===== config.mk =====
export PLATFORM = sky130hd
export DESIGN_NAME = demux_1x2_reg
export DESIGN_NICKNAME = d
export VERILOG_FILES = /design/src/rtl/demux_pkg.sv /design/src/rtl/demux_out_slot.sv /design/src/rtl/demux_1x2_reg.sv
export SDC_FILE = /design/constraint.sdc
export NUM_CORES = 1
export LEC_CHECK = 0
export ABC_AREA = 0
export BUFFER_PORTS_ARGS = -buffer_cell sky130_fd_sc_hd__buf_2
export CORE_MARGIN = 2
export CORE_UTILIZATION = 48
export DETAILED_ROUTE_END_ITERATION = 16
export GPL_TIMING_DRIVEN = 0
export PLACE_DENSITY = 0.76
export SETUP_SLACK_MARGIN = 0.5
export SYNTH_ARGS = -nofsm -noshare
export SYNTH_HDL_FRONTEND = slang
export SYNTH_SLANG_ARGS = --single-unit

===== constraint.sdc =====
create_clock -name clk -period 1.64 [get_ports clk]
set_clock_uncertainty 0.1 [all_clocks]
set_input_delay 0.492 -clock clk [delete_from_list [all_inputs] [get_ports clk]]
set_output_delay 0.492 -clock clk [all_outputs]
set_load 0.05 [all_outputs]

===== src/rtl/demux_pkg.sv =====
// -----------------------------------------------------------------------------
// demux_pkg
//   Shared definitions for the registered 1-to-2 demultiplexer.
//   - cmd_e        : steering command encodings carried on i_cmd
//   - slot_state_e : one-entry output slot occupancy
//   - LO / HI      : branch indices into o_valid / i_ready / o_data_bus
// -----------------------------------------------------------------------------
package demux_pkg;

    typedef enum logic [1:0] {
        CMD_SINK  = 2'b00,
        CMD_LOW   = 2'b01,
        CMD_HIGH  = 2'b10,
        CMD_MCAST = 2'b11
    } cmd_e;

    typedef enum logic {
        SLOT_EMPTY = 1'b0,
        SLOT_FULL  = 1'b1
    } slot_state_e;

    localparam int unsigned LO = 0;
    localparam int unsigned HI = 1;

endpackage


===== src/rtl/demux_out_slot.sv =====
// -----------------------------------------------------------------------------
// demux_out_slot
//   One-entry output register with valid/ready handshake. Loads when the
//   parent steers a word here, drains on valid & ready, and supports drain
//   plus reload in the same cycle for full throughput. Data reads as zero
//   whenever the slot is empty.
// Ports
//   clk, rst_n  : clock, asynchronous active-low reset
//   load        : write load_data into the slot this cycle (only when free)
//   load_data   : word to store
//   ready       : downstream ready
//   valid       : slot holds a word
//   data        : stored word (zero when empty)
//   free        : slot can accept a load this cycle (empty or draining)
// -----------------------------------------------------------------------------
module demux_out_slot
    import demux_pkg::*;
#(
    parameter int unsigned DATA_WIDTH = 32
) (
    input  logic                  clk,
    input  logic                  rst_n,
    input  logic                  load,
    input  logic [DATA_WIDTH-1:0] load_data,
    input  logic                  ready,
    output logic                  valid,
    output logic [DATA_WIDTH-1:0] data,
    output logic                  free
);

    slot_state_e           state_q;
    slot_state_e           state_d;
    logic [DATA_WIDTH-1:0] data_d;

    always_ff @(posedge clk or negedge rst_n) begin
        if (!rst_n) begin
            state_q <= SLOT_EMPTY;
            data    <= '0;
        end else begin
            state_q <= state_d;
            data    <= data_d;
        end
    end

    always_comb begin
        state_d = state_q;
        data_d  = data;
        if (load) begin
            // Covers both EMPTY->FULL and FULL drain+reload.
            state_d = SLOT_FULL;
            data_d  = load_data;
        end else if (state_q == SLOT_FULL && ready) begin
            state_d = SLOT_EMPTY;
            data_d  = '0;
        end
    end

    assign valid = (state_q == SLOT_FULL);
    assign free  = ~valid | ready;

endmodule


===== src/rtl/demux_1x2_reg.sv =====
// -----------------------------------------------------------------------------
// demux_1x2_reg
//   Registered 1-to-2 demultiplexer. Steers an accepted input word to the low
//   branch, high branch, both (multicast, all-or-nothing) or neither (sink),
//   according to i_cmd. Each branch is a one-entry slot with backpressure.
// Ports
//   clk, rst_n  : clock, asynchronous active-low reset
//   i_valid     : input word valid
//   i_data_bus  : input word
//   o_ready     : input accepted when i_valid & o_ready
//   i_en        : enable; 0 stalls the input side only
//   i_cmd       : 00 sink, 01 low, 10 high, 11 multicast
//   o_valid     : [0] low valid, [1] high valid
//   o_data_bus  : low word in bits [DATA_WIDTH-1:0], high word above it
//   i_ready     : downstream ready per branch
//   o_drop_cnt  : saturating count of accepted sink words
//                 (present only with DEMUX_1X2_DROP_CNT_EN defined)
// Configuration macro: DEMUX_1X2_DROP_CNT_EN
// -----------------------------------------------------------------------------
module demux_1x2_reg
    import demux_pkg::*;
#(
    parameter int unsigned DATA_WIDTH     = 32,
    parameter int unsigned COMMMAND_WIDTH = 2
`ifdef DEMUX_1X2_DROP_CNT_EN
    ,
    parameter int unsigned CNT_WIDTH      = 16
`endif
) (
    input  logic                      clk,
    input  logic                      rst_n,
    input  logic                      i_valid,
    input  logic [DATA_WIDTH-1:0]     i_data_bus,
    output logic                      o_ready,
    input  logic                      i_en,
    input  logic [COMMMAND_WIDTH-1:0] i_cmd,
    output logic [1:0]                o_valid,
    output logic [2*DATA_WIDTH-1:0]   o_data_bus,
    input  logic [1:0]                i_ready
`ifdef DEMUX_1X2_DROP_CNT_EN
    ,
    output logic [CNT_WIDTH-1:0]      o_drop_cnt
`endif
);

    cmd_e       cmd;
    logic [1:0] slot_free;
    logic [1:0] load;
    logic       accept;

    assign cmd = cmd_e'(i_cmd);

    always_comb begin
        o_ready = 1'b0;
        if (i_en) begin
            unique case (cmd)
                CMD_SINK:  o_ready = 1'b1;
                CMD_LOW:   o_ready = slot_free[LO];
                CMD_HIGH:  o_ready = slot_free[HI];
                CMD_MCAST: o_ready = slot_free[LO] & slot_free[HI];
            endcase
        end
    end

    assign accept   = i_valid & o_ready;
    // Multicast only accepts when both slots are free, so both loads fire together.
    assign load[LO] = accept & ((cmd == CMD_LOW)  | (cmd == CMD_MCAST));
    assign load[HI] = accept & ((cmd == CMD_HIGH) | (cmd == CMD_MCAST));

    demux_out_slot #(.DATA_WIDTH(DATA_WIDTH)) u_slot_lo (
        .clk       (clk),
        .rst_n     (rst_n),
        .load      (load[LO]),
        .load_data (i_data_bus),
        .ready     (i_ready[LO]),
        .valid     (o_valid[LO]),
        .data      (o_data_bus[LO*DATA_WIDTH +: DATA_WIDTH]),
        .free      (slot_free[LO])
    );

    demux_out_slot #(.DATA_WIDTH(DATA_WIDTH)) u_slot_hi (
        .clk       (clk),
        .rst_n     (rst_n),
        .load      (load[HI]),
        .load_data (i_data_bus),
        .ready     (i_ready[HI]),
        .valid     (o_valid[HI]),
        .data      (o_data_bus[HI*DATA_WIDTH +: DATA_WIDTH]),
        .free      (slot_free[HI])
    );

`ifdef DEMUX_1X2_DROP_CNT_EN
    always_ff @(posedge clk or negedge rst_n) begin
        if (!rst_n) begin
            o_drop_cnt <= '0;
        end else if (accept && cmd == CMD_SINK && o_drop_cnt != '1) begin
            o_drop_cnt <= o_drop_cnt + 1'b1;
        end
    end
`endif

endmodule


======== Word-level counts from Yosys, hierarchy flattened ========
Index checks and enable logic that the tools add are counted.
Widths: inputs -> output; s select.
operators by class
  equality and inequality tests ........... 3
  muxes and demuxes ....................... 10
  bitwise gates (word level) .............. 10
  reduce and logical (&&, ||, !) cells .... 5
operators by type and width
  kind                count
  $mux 32             4
  $mux 1              5
  $and 1x1->1         4
  $eq 2x2->1 const B  2
  $or 1x1->1          4
  $pmux 1 s4          1
  $reduce_bool 2->1   2
  $eq 2x1->1 const B  1
  $logic_and 1x1->1   2
  $logic_not 2->1     1
  $not 1->1           2
word-level totals
  register bits ........................... 66
  input bits .............................. 40
  logic and storage cells ................. 32

======== Depth between registers and ports, before layout ========
Gate-level depths: netlist of run 1.
  depth after elaboration ................. 8
  gate-level depth with buffers ........... 6
  depth with buffers taken out ............ 3

======== Modules after synthesis ========
Synthesis of run 1 repeated with hierarchy kept, for this count alone.
second synthesis, totals
  cell total of the unflattened synthesis .. 227
  area total of the unflattened synthesis .. 2871.5 um^2
by module, submodules not included
  module          instances  cells an instance  area each (um^2)  sequential area each (um^2)
  demux_out_slot  2          110                1410.1            825.8
  demux_1x2_reg   1          7                  51.3              0.0

======== Worst setup path after synthesis of run 1 ========
Ideal clock, no wire load.
  kind .................................... input to output
  start point ............................. input port i_ready[1]
  end point ............................... output port o_ready
  arrival ................................. 1.238 ns
  required time ........................... 1.048 ns
  slack ................................... -0.190 ns
  cell stages on the path ................. 3
  cells stage by stage .................... buf_2 -> nand3b_4 -> and3_1
on the way
  cells in the longest elaborated chain, start to end .. 4
RTL lines
  item            line                  text
  from (decl)     demux_1x2_reg.sv:39   input logic [1:0] i_ready
  $or 1x1->1 (*)  demux_out_slot.sv:59  assign free = ~valid | ready;
  $and 1x1->1     demux_1x2_reg.sv:60   CMD_MCAST: o_ready = slot_free[LO] & slot_free[HI];
  $pmux 1 s4 (*)  demux_1x2_reg.sv:56   unique case (cmd)
  $mux 1 (*)      demux_1x2_reg.sv:55   if (i_en) begin
  to (decl)       demux_1x2_reg.sv:34   output logic o_ready,
Mark *: on every way between the ends. The rest lies on a longest branch, timed or not.

======== Final worst setup path of run 1 ========
  start point ............................. register u_slot_lo.state_q (netlist: u_slot_lo.valid)
  end point ............................... output port o_ready
on the way
  cells in the longest elaborated chain, start to end .. 5
RTL lines
  item                    line                  text
  from (decl)             demux_out_slot.sv:31  slot_state_e state_q;
  from (signal assigned)  demux_out_slot.sv:40  state_q <= state_d;
  $not 1->1 (*)           demux_out_slot.sv:59
  $or 1x1->1 (*)          demux_out_slot.sv:59
  $and 1x1->1             demux_1x2_reg.sv:60
  $pmux 1 s4 (*)          demux_1x2_reg.sv:56
  $mux 1 (*)              demux_1x2_reg.sv:55
Marked as above.

==> results of run 1 <==
[cell usage after synthesis]
library cell / instances
buf_1: 3
o211ai_1: 32
nand4_4: 1
buf_4: 2
inv_1: 33
dfrtp_1: 66
nand3b_1: 1
o22ai_1: 1
buf_6: 3
buf_2: 12
clkbuf_1: 17
nand3b_4: 1
nor2b_1: 1
o2111ai_1: 32
and2_1: 1
nand3_1: 33
and3b_1: 1
and3_1: 2
nand2_1: 66
mux2i_1: 32
nand2b_1: 1
[power by group through the flow]
stage	clock (uW)	combinational, uW	sequential [uW]
final	1500	3090	2280
after global routing	1570	3220	2300
after CTS	1490	2940	2260
after detailed placement	0	2050	2190
after global placement	0	2020	2180
after floorplan	0	476	3220
[routing by layer]
layer	vias to the layer above	share of wire	global-route usage
li1	1555	-	-
met1	1756	0.39	0.3800
met4	0	0.034	0.1307
met5	-	0	0
met2	166	0.51	0.5101
met3	36	0.062	0.06825
[flip-flops by register name (all words and copies together), names as in the netlist]
register         flops
u_slot_hi.data      32
u_slot_hi.valid      1
u_slot_lo.data      32
u_slot_lo.valid      1
[per-stage QoR]
step | worst slack, ps | hold WS (ps) | utilization | instance area (um^2) | power [uW]
6_report | -201.4 | 140.7 | 0.8423 | 5659 | 6863
3_3_place_gp | -454.8 | 394.8 | 0.6082 | 4086 | 4193
5_1_grt | -238.8 | 226.3 | 0.8423 | 5659 | 7087
4_1_cts | -173.4 | 178.4 | 0.8190 | 5503 | 6679
2_1_floorplan | 65.21 | 96.41 | - | 3461 | 3699
3_5_place_dp | -310.5 | 401.8 | 0.6086 | 4089 | 4236
[what timing repair did]
action / in CTS / in global routing
gates resized for setup: 239 / 22
buffers inserted: 41 / 11
pin swaps: 22 / 18
gates cloned: 6 / 0
setup endpoints to repair: 133 / 133
[cell type report]
class                   count  area share
multi-input cells         205      0.2505
flip-flops and latches     66      0.3060
repair buffers            163      0.3089
plain buffers              37     0.05726
clock buffers              12     0.02918
clock inverters             4    0.008623
well taps                  80     0.01769
inverters                  33     0.02189
[final timing paths]
kind	end	cells past startpoint	slack, ps
setup / recovery	o_ready	3	-200
hold / removal	u_slot_lo.data[5]	1	140
setup reg to reg	u_slot_lo.data[5]	8	-10
hold reg to reg	u_slot_hi.data[31]	2	460
max in group asynchronous	u_slot_lo.data[27]	1	660
min in group clk	u_slot_lo.data[3]	3	270
[cell usage in the layout (no fill, tap or decap), drive strengths merged]
cell,n
o211ai,32
mux2i,32
nand3,33
and3b,1
inv,33
dfrtp,66
and3,2
nand3b,2
and2,1
o22ai,1
buf,185
nor2b,1
clkinv,3
nand2,66
bufinv,1
clkbuf,27
o2111ai,32
nand2b,1
nand4,1
[kinds of logic after synthesis]
family,count (synthesis),synth area share
AOI/OAI and AO/OA,65,0.1592
buffers and inverters,70,0.09304
DFF,66,0.4992
muxes,32,0.09682
and+or+nand+nor,108,0.1517
==> impl_metrics.toml, run 1 <==
[timing]
worst-slew-pin-transition_ps = 873.5
setup_ws_ps = -201.4
slew_viol_final = 0
min_period_ps = 1841
rsz0062_at_grt = "yes"
hold_viol = 0
relSlewSlack = 0.4177
setup_violations = 4
fmax_mhz = 543.1
fin_crit_sh = 1.123
finalSetupTns_ps = -453.5

[grt]
antenna_found_initial = 0
grt_max_degree = 67
overflow = 0
grt_pass1_wl_um = 17770
first_global_vias = 3532
track_usage = 0.3053

[final_layout]
fillers = 349
diodes = 0
nNetsFinal = 555
layout-drive-gt1-share = 0.5538
multi_input_area_mm2 = 0.001418
final_cells = 600
area_delta_synth_final_pct = 71.07
regArea_mm2 = 0.001732

[setup_path]
cp_max_fo = 3
crit_slowest_cell = "dfrtp_1"
critPathLaunchType = "flip-flop"
path_cells = "nand3b_1 -> and3_4 -> buf_8"
worstSetupPathType = "flip-flop to output pin"
critPathBufInv = 1
critPathTopFamily = "flip-flops"
timing.rr.start = "u_slot_hi.valid"
cp_slowest_stage_delay_ps = 420
end_kind = "output pin"
cp.required_ps = 1050
startpoint = "u_slot_lo.valid"
arrival_ps = 1250

[drt]
via_per_inst = 5.855
drcViolationCount = 0
drt-total-wl_um = 11620
firstDrtPassIters = 4
wl_per_cell_um = 19.36
drtAntennaViolNets = 0
drtIter0Drc = 224
num_vias = 3513

[place]
place_inst = 526
dpl.hpwl_um = 6290
port-buffer-count = 105
place.gp.congestion = 0.8611

[floorplan]
core_mm2 = 0.006719
die_w_um = 87.02
pin_count = 107
rows = 30
die_area_mm2 = 0.007572
start_util = 0.4924
dieHeight_um = 87.02

[power_and_ir_drop]
intPower_uw = 4151
power.density_mw_per_mm2 = 1213
leakage_uw = 0.002872
ir_drop_uv = 672.1
p_comb_frac = 0.451
p_sw_frac = 0.3951
p_seq_frac = 0.332
power.clock.fraction = 0.218
p_switching_uw = 2712

[clock_network]
cts_buffer_depth = 2
cts.sink_count = 66
cts_root_buffer = "clkbuf_8"
holdBufCountCts = 0
cts_buffers = 9
h-tree-depth = 3
insertion_delay_ps = 360
path_clk_slew_ps = 80
cts_tree = "done"

[synth]
seq_area_frac_synth = 0.4992
synth.distinct_cells = 21
synth_largest_area_cell = "dfrtp_1"
synthCells = 341
syn_avg_cell_area_um2 = 9.701
synthTopCellsByArea = "dfrtp_1 (50%), mux2i_1 (9.7%), o2111ai_1 (8.5%)"
syn_area_mm2 = 0.003308
yosysWarnings = 0
synth_top_area_frac = 0.4992
synth_nets = 381
ys_seq_elements = 66

[hold_path]
holdCritPathClass = "input pin to async pin"

[status]
violations = "negative setup slack"
status = "finished, violations left"

[run]
maxCapViolations = 0
(Power assumes the default switching activity.)
==> run 2, diff against run 1 <==
CORE_MARGIN = unset   (was 2)
SKIP_CTS_REPAIR_TIMING = 1   (was unset)
==> run 2 against run 1 <==
  * The flow still finishes with violations (negative setup slack)
  * Combinational power shrank 5%
  * Die area shrank 4.5%
  * Worst setup slack lost 94 ps
  * Worst hold slack lost 120 ps
  * Critical path type unchanged
  * Clock-buffer cell count shrank 1
  * Final area shrank 2.4%
  * Routed wire length shrank 9.5%
==> impl_metrics.toml, run 2 (synthesized netlist as in run 1, its figures left out) <==
[status]
status = "finished, violations left"
violations = "negative setup slack"

[floorplan]
dieHeight_um = 85.02
rows = 29
pin_count = 107
start_util = 0.5093
core_mm2 = 0.006495
die_w_um = 85.02
die_area_mm2 = 0.007228

[final_layout]
layout_commonest_cell = "buf_8"
design_area_mm2 = 0.005524
layout-drive-gt1-share = 0.5469
diodes = 0
top_regs = "u_slot_hi.data x32, u_slot_lo.data x32"
area_delta_synth_final_pct = 66.98
final_cell_mix = "buf_8 (72), dfrtp_2 (65), nand2_1 (64), buf_2 (43), buf_4 (36)"
nNetsFinal = 536
fillers = 333

[setup_path]
critPathTopFamily = "flip-flops"
path_cells = "nand3b_1 -> and3_4 -> buf_8"
critPathLaunchType = "flip-flop"
cp_max_fo = 5
end_kind = "output pin"
crit_slowest_cell = "dfrtp_1"
reg2reg_depth = 5
worstSetupPathType = "flip-flop to output pin"
cp_slowest_stage_delay_ps = 440
cp.required_ps = 1050
arrival_ps = 1340
critPathBufInv = 1
path_depth = 3

[clock_network]
path_clk_slew_ps = 80
insertion_delay_ps = 350
cts_buffer_depth = 2
cts.sink_count = 66
cts_root_buffer = "clkbuf_8"
cts_buffers = 9
h-tree-depth = 3
cts_tree = "done"

[run]
maxCapViolations = 0

[timing]
hold_viol = 0
min_period_ps = 1935
fin_crit_sh = 1.180
worst-slew-pin-transition_ps = 632.8
rsz0062_at_grt = "yes"
setup_violations = 3
setup_ws_ps = -294.9
slew_viol_final = 0
fmax_mhz = 516.8
relSlewSlack = 0.5782
timing.hold.ws_ps = 25.63

[power_and_ir_drop]
ir_drop_uv = 767.0
power.density_mw_per_mm2 = 1226
leakage_uw = 0.002780

[drt]
wl_met2_um = 5260
highest_layer = "met4"
via_per_inst = 5.817
wl_per_cell_um = 18.19
drcViolationCount = 0
wl_met1_um = 4384
drt-total-wl_um = 10510
num_vias = 3362
wl_met3_um = 646
firstDrtPassIters = 5
drtAntennaViolNets = 0
drtIter0Drc = 205

[place]
place.gp.congestion = 0.8587
dpl.hpwl_um = 6254
dpl_cell_area_mm2 = 0.004085
port-buffer-count = 105

[grt]
first_global_vias = 2942
grt_pass1_wl_um = 14770
overflow = 0
antenna_found_initial = 0
track_usage = 0.2614
grt_max_degree = 67

[hold_path]
holdCritPathClass = "input pin to async pin"
[run 2: cell count changes in the layout (fill, tap and decap cells not counted), moves of 2 or more]
cell / before / now
buf_4: 49 / 36
clkbuf_4: 3 / 1
clkbuf_8: 14 / 10
o2111ai_1: 29 / 23
o2111ai_2: 3 / 9
clkbuf_16: 0 / 3
buf_16: 3 / 0
mux2i_4: 2 / 0
mux2i_1: 28 / 31
buf_6: 17 / 15
[run 2: power breakdown]
group / leakage [uW] / internal (uW) / switching, uW / total, uW
Clock: 0.000109 / 893 / 651 / 1540
Sequential: 0.000768 / 1980 / 305 / 2280
Combinational: 0.00190 / 1260 / 1680 / 2950
[run 2: cell type report]
| type | instances | area [um^2] | share of cell area |
|---|---|---|---|
| multi-input combinational | 205 | 1438 | 0.2602 |
| timing repair buffer | 144 | 1567 | 0.2836 |
| buffer | 37 | 347.8 | 0.06297 |
| inverter | 33 | 123.9 | 0.02242 |
| sequential | 66 | 1733 | 0.3137 |
| clock buffer | 11 | 141.4 | 0.02559 |
| tap | 77 | 96.34 | 0.01744 |
| clock inverter | 5 | 77.57 | 0.01404 |
[run 2: layer usage]
| metal | track usage | vias to the layer above |
|---|---|---|
| li1 | - | 1516 |
| met4 | 0.1032 | 0 |
| met5 | 0 | - |
| met1 | 0.3670 | 1658 |
| met3 | 0.05058 | 22 |
| met2 | 0.4010 | 166 |
[run 2: stage by stage]
stage / TNS (ps) / setup WS (ps) / instances / power [uW] / utilization
after global placement: -29950 / -442.0 / 523 / 4191 / 0.6286
after floorplan: 0 / 65.21 / 341 / 3699 / -
after global routing: -627.7 / -321.2 / 578 / 6994 / 0.8505
final: -563.1 / -294.9 / 578 / 6773 / 0.8505
after CTS: -717.8 / -490.1 / 539 / 5753 / 0.6627
after detailed placement: -2752 / -344.4 / 523 / 4235 / 0.6290
[run 2: path summary, 6_finish.rpt]
kind                                         start            endpoint  slack, ps
worst max-delay path               u_slot_lo.valid             o_ready       -290
worst min-delay path                         rst_n   u_slot_lo.data[8]         30
worst max register to register     u_slot_lo.valid   u_slot_hi.data[9]        120
worst min register to register  u_slot_hi.data[28]  u_slot_hi.data[28]        450
max in group asynchronous                    rst_n     u_slot_hi.valid        940
min in group clk                     i_data_bus[5]   u_slot_lo.data[5]        280
==> run 3, diff against run 2 <==
CORE_UTILIZATION = 51   (was 48)
PLACE_DENSITY = 0.8   (was 0.76)
==> run 3 against run 2 <==
  * Final area shrank 5.0%
  * Final cell count shrank 1.9%
  * Sequential share of layout area increased by 1.6 points
  * Worst setup slack improved by 23 ps
  * Sequential power barely moved
  * Clock power shrank 21%
  * Highest routed layer unchanged
  * Largest cell class unchanged
  * Critical path type unchanged
  * First-iteration DRC count up 17%
  * Via count up 1.9%
  * The run still ends with negative setup slack left
  * Global-route usage increased by 1.4 points
  * Power down 5.3%
  * Critical path depth is the same
==> impl_metrics.toml, run 3 (synthesized netlist as in run 1, its figures left out) <==
[status]
status = "finished, violations left"
violations = "negative setup slack"

[setup_path]
arrival_ps = 1320
cp_max_fo = 4
worstReg2RegEnd = "u_slot_hi.data[22]"
startpoint = "u_slot_lo.valid"
end_kind = "output pin"
reg2reg_depth = 6
path_cells = "nand3b_1 -> and3_4 -> buf_8"
worstSetupPathType = "flip-flop to output pin"
timing.rr.start = "u_slot_lo.valid"
critPathLaunchType = "flip-flop"
cp_slowest_stage_delay_ps = 440
cp.required_ps = 1050
critPathBufInv = 1
critPathTopFamily = "flip-flops"
crit_slowest_cell = "dfrtp_1"
r2r_slack_ps = -10

[grt]
grtUsageMet1 = 0.3510
grt.busiest_layer = "met2"
grt_max_degree = 67
overflow = 0
grt.met2_usage = 0.4595
track_usage = 0.2755
grt_pass1_wl_um = 13810
first_global_vias = 2882
met3_usage = 0.05385
antenna_found_initial = 1

[final_layout]
final_cell_mix = "buf_8 (69), dfrtp_2 (65), nand2_1 (64), buf_2 (43)"
layout-drive-gt1-share = 0.5173
top_regs = "u_slot_hi.data x32, u_slot_lo.data x32"
layout_commonest_cell = "buf_8"
area_delta_synth_final_pct = 58.70
fillers = 292
multi_input_area_mm2 = 0.001389
regArea_mm2 = 0.001733
nNetsFinal = 526

[clock_network]
h-tree-depth = 3
cts.sink_count = 66
cts_root_buffer = "clkbuf_8"
insertion_delay_ps = 350
path_clk_slew_ps = 70
cts_tree = "done"
cts_buffer_depth = 2
cts_buffers = 9

[timing]
hold_viol = 0
rsz0062_at_grt = "yes"
worst-slew-pin-transition_ps = 843.7
slew_viol_final = 0
timing.hold.ws_ps = 149.4
relSlewSlack = 0.4375
fin_crit_sh = 1.166
min_period_ps = 1911
setup_violations = 3
setup_ws_ps = -271.5
fmax_mhz = 523.2

[floorplan]
rows = 28
dieHeight_um = 82.54
pin_count = 107
die_area_mm2 = 0.006813
die_w_um = 82.54
start_util = 0.5427
core_mm2 = 0.006096

[power_and_ir_drop]
leakage_uw = 0.002668
finalPower_uw = 6412
power.density_mw_per_mm2 = 1221
ir_drop_uv = 960.3

[drt]
num_vias = 3425
via_per_inst = 6.041
drtAntennaViolNets = 0
drt-total-wl_um = 11040
wl_per_cell_um = 19.46
drcViolationCount = 0
firstDrtPassIters = 6
drtIter0Drc = 239

[place]
detailedPlace.worstSlack_ps = -322.2
port-buffer-count = 105
place.gp.congestion = 0.8712
dpl.hpwl_um = 6339

[hold_path]
holdCritPathClass = "input pin to async pin"

[run]
maxCapViolations = 0
[run 3: cell types whose count changed in the layout (fill, tap and decap cells not counted), sizes merged]
cell      previous run  this run
clkbuf              23        26
clkinvlp             1         2
clkinv               2         3
bufinv               2         0
buf                169       156
diode                0         1
[run 3: layer usage]
metal | vias up | share of wire | wire length [um]
li1 | 1507 | - | -
met1 | 1681 | 0.38 | 4234
met2 | 192 | 0.51 | 5657
met3 | 45 | 0.068 | 753
met4 | 0 | 0.035 | 391
met5 | - | 0 | 0
[run 3: worst register-to-register path: stages (launching register included)]
cell and delay [ps]:
dfrtp_1 440, buf_4 170, and3b_2 200, buf_8 140
buf_6 140, o211ai_1 220, nand3_1 120
[run 3: worst max path at each step]
stage | end | slack, ps | cells past startpoint
5_1_grt | o_ready | -290 | 3
3_5_place_dp | o_ready | -320 | 4
4_1_cts | o_ready | -490 | 3
6_report | o_ready | -270 | 3
3_3_place_gp | u_slot_lo.data[30] | -430 | 1
2_1_floorplan | o_ready | 70 | 3
[run 3: metrics by stage]
stage / instance area (um^2) / instances / util / setup TNS [ps]
finish: 5250 / 567 / 0.8612 / -430.8
global route: 5250 / 567 / 0.8612 / -644.0
CTS: 4254 / 537 / 0.6979 / -691.5
detailed placement: 4083 / 521 / 0.6697 / -2379
global placement: 4080 / 521 / 0.6693 / -29330
floorplan: 3461 / 341 / - / 0
[run 3: final cells by class]
class	count	share of cell area
flip-flops and latches	66	0.3301
well taps	75	0.01787
inverters	33	0.02359
clock buffers	11	0.02693
repair buffers	134	0.2712
diodes	1	0.0004766
multi-input cells	205	0.2645
plain buffers	37	0.05958
clock inverters	5	0.005720
[run 3: power by group]
| part | switching (uW) | internal [uW] |
|---|---|---|
| Sequential | 319 | 1980 |
| Combinational | 1680 | 1210 |
| Clock | 642 | 582 |
